===== src/rtl/pipe_stage_skid.sv =====
// rtl/pipe_stage_skid.sv - elastic pipeline-stage register with optional two-entry skid buffer
//
// Ports:
//   clk        rising-edge clock
//   rst        asynchronous active-low reset
//   flush      synchronous kill of every held entry
//   in_valid   upstream offers an entry
//   in_ready   stage accepts an entry this cycle
//   in_data    upstream datapath payload (DATA_W)
//   in_ctrl    upstream control payload (CTRL_W)
//   out_valid  out_data/out_ctrl hold a valid head entry
//   out_ready  downstream accepts the head this cycle
//   out_data   datapath payload of the head entry
//   out_ctrl   control payload of the head entry, CTRL_RST when out_valid=0
//   occupancy  number of held entries (0..2, 0..1 when SKID=0)
module pipe_stage_skid #(
  parameter int unsigned       DATA_W   = 101,
  parameter int unsigned       CTRL_W   = 11,
  parameter logic [CTRL_W-1:0] CTRL_RST = {CTRL_W{1'b0}},
  parameter int unsigned       SKID     = 1
) (
  input  logic              clk,
  input  logic              rst,
  input  logic              flush,
  input  logic              in_valid,
  output logic              in_ready,
  input  logic [DATA_W-1:0] in_data,
  input  logic [CTRL_W-1:0] in_ctrl,
  output logic              out_valid,
  input  logic              out_ready,
  output logic [DATA_W-1:0] out_data,
  output logic [CTRL_W-1:0] out_ctrl,
  output logic [1:0]        occupancy
);

  // Main register: always the head entry, drives the outputs directly.
  logic              mv_q, mv_d;
  logic [DATA_W-1:0] m_data_q, m_data_d;
  logic [CTRL_W-1:0] m_ctrl_q, m_ctrl_d;
  logic [1:0]        occ_q, occ_d;

  logic in_fire;
  logic out_fire;

  assign in_fire  = in_valid & in_ready;
  assign out_fire = mv_q & out_ready;

  assign out_valid = mv_q;
  assign out_data  = m_data_q;
  assign out_ctrl  = m_ctrl_q;
  assign occupancy = occ_q;

  always_ff @(posedge clk or negedge rst) begin
    if (!rst) begin
      mv_q     <= 1'b0;
      m_data_q <= '0;
      m_ctrl_q <= CTRL_RST;
      occ_q    <= 2'd0;
    end else begin
      mv_q     <= mv_d;
      m_data_q <= m_data_d;
      m_ctrl_q <= m_ctrl_d;
      occ_q    <= occ_d;
    end
  end

  generate
    if (SKID != 0) begin : g_skid
      // Skid register catches the entry accepted in the cycle the head
      // stalls; it is always younger than M, so sv implies mv.
      logic              sv_q, sv_d;
      logic [DATA_W-1:0] s_data_q, s_data_d;
      logic [CTRL_W-1:0] s_ctrl_q, s_ctrl_d;
      logic              rdy_q;

      // Registered ready: upstream timing never sees out_ready.
      assign in_ready = rdy_q;

      always_ff @(posedge clk or negedge rst) begin
        if (!rst) begin
          sv_q     <= 1'b0;
          s_data_q <= '0;
          s_ctrl_q <= CTRL_RST;
          rdy_q    <= 1'b1;
        end else begin
          sv_q     <= sv_d;
          s_data_q <= s_data_d;
          s_ctrl_q <= s_ctrl_d;
          rdy_q    <= !sv_d;
        end
      end

      always_comb begin
        mv_d     = mv_q;
        sv_d     = sv_q;
        m_data_d = m_data_q;
        m_ctrl_d = m_ctrl_q;
        s_data_d = s_data_q;
        s_ctrl_d = s_ctrl_q;
        if (flush) begin
          // Data registers hold; only the valid bits and control are killed.
          mv_d     = 1'b0;
          sv_d     = 1'b0;
          m_ctrl_d = CTRL_RST;
          s_ctrl_d = CTRL_RST;
        end else if (!mv_q || out_fire) begin
          if (sv_q) begin
            // Head slot frees up: promote the skid entry.
            mv_d     = 1'b1;
            m_data_d = s_data_q;
            m_ctrl_d = s_ctrl_q;
            sv_d     = in_fire;
            if (in_fire) begin
              s_data_d = in_data;
              s_ctrl_d = in_ctrl;
            end else begin
              s_ctrl_d = CTRL_RST;
            end
          end else if (in_fire) begin
            mv_d     = 1'b1;
            m_data_d = in_data;
            m_ctrl_d = in_ctrl;
          end else begin
            mv_d     = 1'b0;
            m_ctrl_d = CTRL_RST;
          end
        end else if (in_fire) begin
          // Head stalled while upstream still pushed: park in skid.
          sv_d     = 1'b1;
          s_data_d = in_data;
          s_ctrl_d = in_ctrl;
        end
      end

      assign occ_d = {1'b0, mv_d} + {1'b0, sv_d};
    end else begin : g_single
      // Accept when empty or when the head leaves in the same cycle.
      assign in_ready = !mv_q | out_ready;

      always_comb begin
        mv_d     = mv_q;
        m_data_d = m_data_q;
        m_ctrl_d = m_ctrl_q;
        if (flush) begin
          mv_d     = 1'b0;
          m_ctrl_d = CTRL_RST;
        end else if (in_fire) begin
          mv_d     = 1'b1;
          m_data_d = in_data;
          m_ctrl_d = in_ctrl;
        end else if (out_fire) begin
          mv_d     = 1'b0;
          m_ctrl_d = CTRL_RST;
        end
      end

      assign occ_d = {1'b0, mv_d};
    end
  endgenerate

endmodule


===== config.mk =====
export PLATFORM = sky130hd
export DESIGN_NAME = pipe_stage_skid
export DESIGN_NICKNAME = d
export VERILOG_FILES = /design/src/rtl/pipe_stage_skid.sv
export SDC_FILE = /design/constraint.sdc
export NUM_CORES = 1
export LEC_CHECK = 0
export CAP_MARGIN = 0
export CORE_MARGIN = 2
export CORE_UTILIZATION = 46
export CTS_CLUSTER_DIAMETER = 200
export CTS_CLUSTER_SIZE = 14
export DETAILED_ROUTE_END_ITERATION = 8
export PLACE_DENSITY_LB_ADDON = 0.3
export SYNTH_ARGS = -nofsm -noshare
export SYNTH_HDL_FRONTEND = slang
export SYNTH_SLANG_ARGS = --single-unit
export TNS_END_PERCENT = 5

===== constraint.sdc =====
create_clock -name clk -period 1.5 [get_ports clk]
set_input_delay 0.225 -clock clk [delete_from_list [all_inputs] [get_ports clk]]
set_output_delay 0.225 -clock clk [all_outputs]
set_load 0.02 [all_outputs]

==> impl_metrics.env <==
export IMPL_drive_above_1_share_pct=41.4
export IMPL_initial_core_util_pct=46.6
export IMPL_dpl_cell_area_sq_um=13000
export IMPL_violations="negative setup slack"
export IMPL_maxSlewHeadroom_pct=47.3
export IMPL_antenna_found_initial=0
export IMPL_intPower_mw=12.9
export IMPL_hpwl_mm=15.9
export IMPL_ant_nets=0
export IMPL_synth_nets=741
export IMPL_worst_slew_pin_slew_ns=0.788
export IMPL_drt_total_wl_mm=24.2
export IMPL_die_area_sq_um=23300
export IMPL_first_global_vias=6794
export IMPL_grt_pass1_wl_mm=37.4
export IMPL_leakagePower_nw=6.11
export IMPL_cp_max_fo=14
export IMPL_vias_per_cell=5.28
export IMPL_fin_nets=1002
export IMPL_final_common_cell="dfrtp_1"
export IMPL_worst_slack_ns=-0.200
export IMPL_final_cell_mix="dfrtp_1, mux2_2, clkdlybuf4s50_1"
export IMPL_ctsHtreeMaxLevel=1
export IMPL_cp_arrival_ns=2.07
export IMPL_crit_required_ns=1.87
export IMPL_rsz0062_at_grt="true"
export IMPL_syn_inst=623
export IMPL_p_switching_mw=4.92
export IMPL_n_antenna_cell=0
export IMPL_worst_setup_path_start_kind="flip-flop"
export IMPL_wire_per_inst_microns=20.7
export IMPL_row_count=54
export IMPL_num_io_pins=233
export IMPL_synth_edf_count=0
export IMPL_async_flop_share_pct=100
export IMPL_clkPwrFrac_pct=26.3
export IMPL_slew_violations=0
export IMPL_switching_share_pct=27.6
export IMPL_synthesis_area_sq_um=10100
export IMPL_grt_total_usage_pct=19.7
export IMPL_drc=0
export IMPL_ys_flop_type="dfrtp_1"
export IMPL_powerDensity_nw_per_um2=1290
export IMPL_synthDistinctLibCells=29
export IMPL_die_w_microns=153
export IMPL_yosys_register_bits=229
export IMPL_max_freq_ghz=0.588
export IMPL_grt_max_degree=59
export IMPL_clock_skew_ns=0.00791
export IMPL_p_total_mw=17.8
export IMPL_syn_to_final_growth_pct=35.9
export IMPL_grt_overflow_total=0
export IMPL_yosysWarnings=0
export IMPL_min_period_ns=1.70
export IMPL_pre_cts_ws_ns=-0.441
export IMPL_maxCapViolations=0
export IMPL_status="finished, violations left"
export IMPL_routabilityCongestion=0.754
export IMPL_io_buffers=232
export IMPL_comb_power_share_pct=26.5
export IMPL_clkTransAtPathRegs_ns=0.07
export IMPL_cp_end_kind="flip-flop"
export IMPL_clk_latency_ns=0.49
export IMPL_clock_sinks=229
export IMPL_ir_worst_vdd_uv=1030
export IMPL_cts_root_buf="clkbuf_16"
export IMPL_drt_initial_drc_count=161
export IMPL_die_h_microns=153
export IMPL_seqPwrFrac_pct=47.2
export IMPL_avgSynthCellArea_sq_um=16.3
export IMPL_min_path_type="in2async"
export IMPL_vias=6185
export IMPL_synth_seq_area_share_pct=56.5
export IMPL_cts_tree="yes"
export IMPL_fin_area_sq_um=13800
export IMPL_timing_hold_violations_final=0
export IMPL_core_sq_um=21800
export IMPL_min_period_over_period_pct=113
export IMPL_dr_pass1_iters=4
export IMPL_critPathKind="reg2reg"
export IMPL_worst_r2r_cell_count=5
export IMPL_cts_made_buffers=20
export IMPL_final_cells=1171
export IMPL_dp_cells=1130
export IMPL_clk_path_buf_depth=3
export IMPL_setup_viol=220
[repair_timing]
item | 4_1_cts | 5_1_grt
hold buffers | 1 | 0
setup endpoints to repair | 336 | 230
hold endpoints to repair | 43 | 0
gates resized for setup | 126 | 50
pin swaps | 1 | 0
buffers inserted | 0 | 3
cloned | 0 | 8
[final cells by class]
class                   count  area [sq um]
fillers                  1619          7970
flip-flops and latches    229          5740
multi-input cells         353          4250
repair buffers            279          2880
clock buffers              28           552
well taps                 280           350
clock inverters             1          11.3
inverters                   1          3.75
[worst paths after layout]
path / slack (ns) / from / to
min in group clk: 0.37 / in_ctrl[4] / g_skid.s_ctrl_q[4]$_DFFE_PN0P_
max in group asynchronous: 0.64 / rst / out_data[23]$_DFFE_PN0P_
min reg2reg: 0.49 / out_data[71]$_DFFE_PN0P_ / out_data[71]$_DFFE_PN0P_
max reg2reg: -0.20 / in_ready$_DFF_PN1_ / g_skid.s_data_q[10]$_DFFE_PN0P_
max: -0.20 / in_ready$_DFF_PN1_ / g_skid.s_data_q[10]$_DFFE_PN0P_
min: 0.22 / rst / out_data[70]$_DFFE_PN0P_
[power by group through the flow]
stage,registers [mW],clock network [mW],logic [mW]
final,8.41,4.68,4.71
after global routing,8.59,5.09,4.99
after CTS,8.40,4.85,4.52
after global placement,8.41,0,4.77
after detailed placement,8.50,0,4.92
after floorplan,9.05,0,2.03
[state kept, by name, summed over array words and instances (netlist names)]
| signal | count |
|---|---|
| g_skid.sv_q | 1 |
| in_ready | 1 |
| occupancy | 2 |
| g_skid.s_ctrl_q | 11 |
| out_data | 101 |
| out_ctrl | 11 |
| g_skid.s_data_q | 101 |
| out_valid | 1 |
[critical path: stages, from the launching register on]
cell	delay, ns
dfstp_2	0.56
and2_4	0.16
o211a_4	0.19
buf_12	0.13
clkbuf_16	0.19
mux2_2	0.34
[through the flow]
step | util, % | hold WS (ns) | TNS (ns)
after global routing | 63.4 | 0.241 | -38.91
after floorplan | - | -0.0706 | -24.91
final | 63.4 | 0.219 | -27.30
after detailed placement | 59.6 | 0.162 | -84.28
after CTS | 61.6 | 0.232 | -29.00
after global placement | 59.6 | 0.153 | -79.19
[cell families after synthesis]
logic type,after synthesis,synth area share (%)
buf+inv,41,3.13
compound gates,28,2.37
flops,229,56.5
mux,314,37.3
fa+ha+maj,1,0.123
simple gates,10,0.629
[per-layer routing]
metal	track usage [%]	vias to the layer above	routed length, microns
li1	-	2772	-
met1	25.2	3179	10200
met2	33.4	189	11800
met3	5.18	45	1630
met4	5.16	0	583
met5	0	-	0
[cells in the mapped netlist, drive strengths merged, types with 2 or more instances]
library cell | n | area share (%)
dfrtp | 228 | 56
nor3 | 2 | 0.099
o2bb2ai | 11 | 0.95
mux2i | 11 | 1.1
mux2 | 303 | 36
a22o | 11 | 0.95
a21oi | 2 | 0.099
clkbuf | 5 | 0.20
buf | 35 | 2.9
nor2 | 2 | 0.074
(Power assumes the default switching activity.)
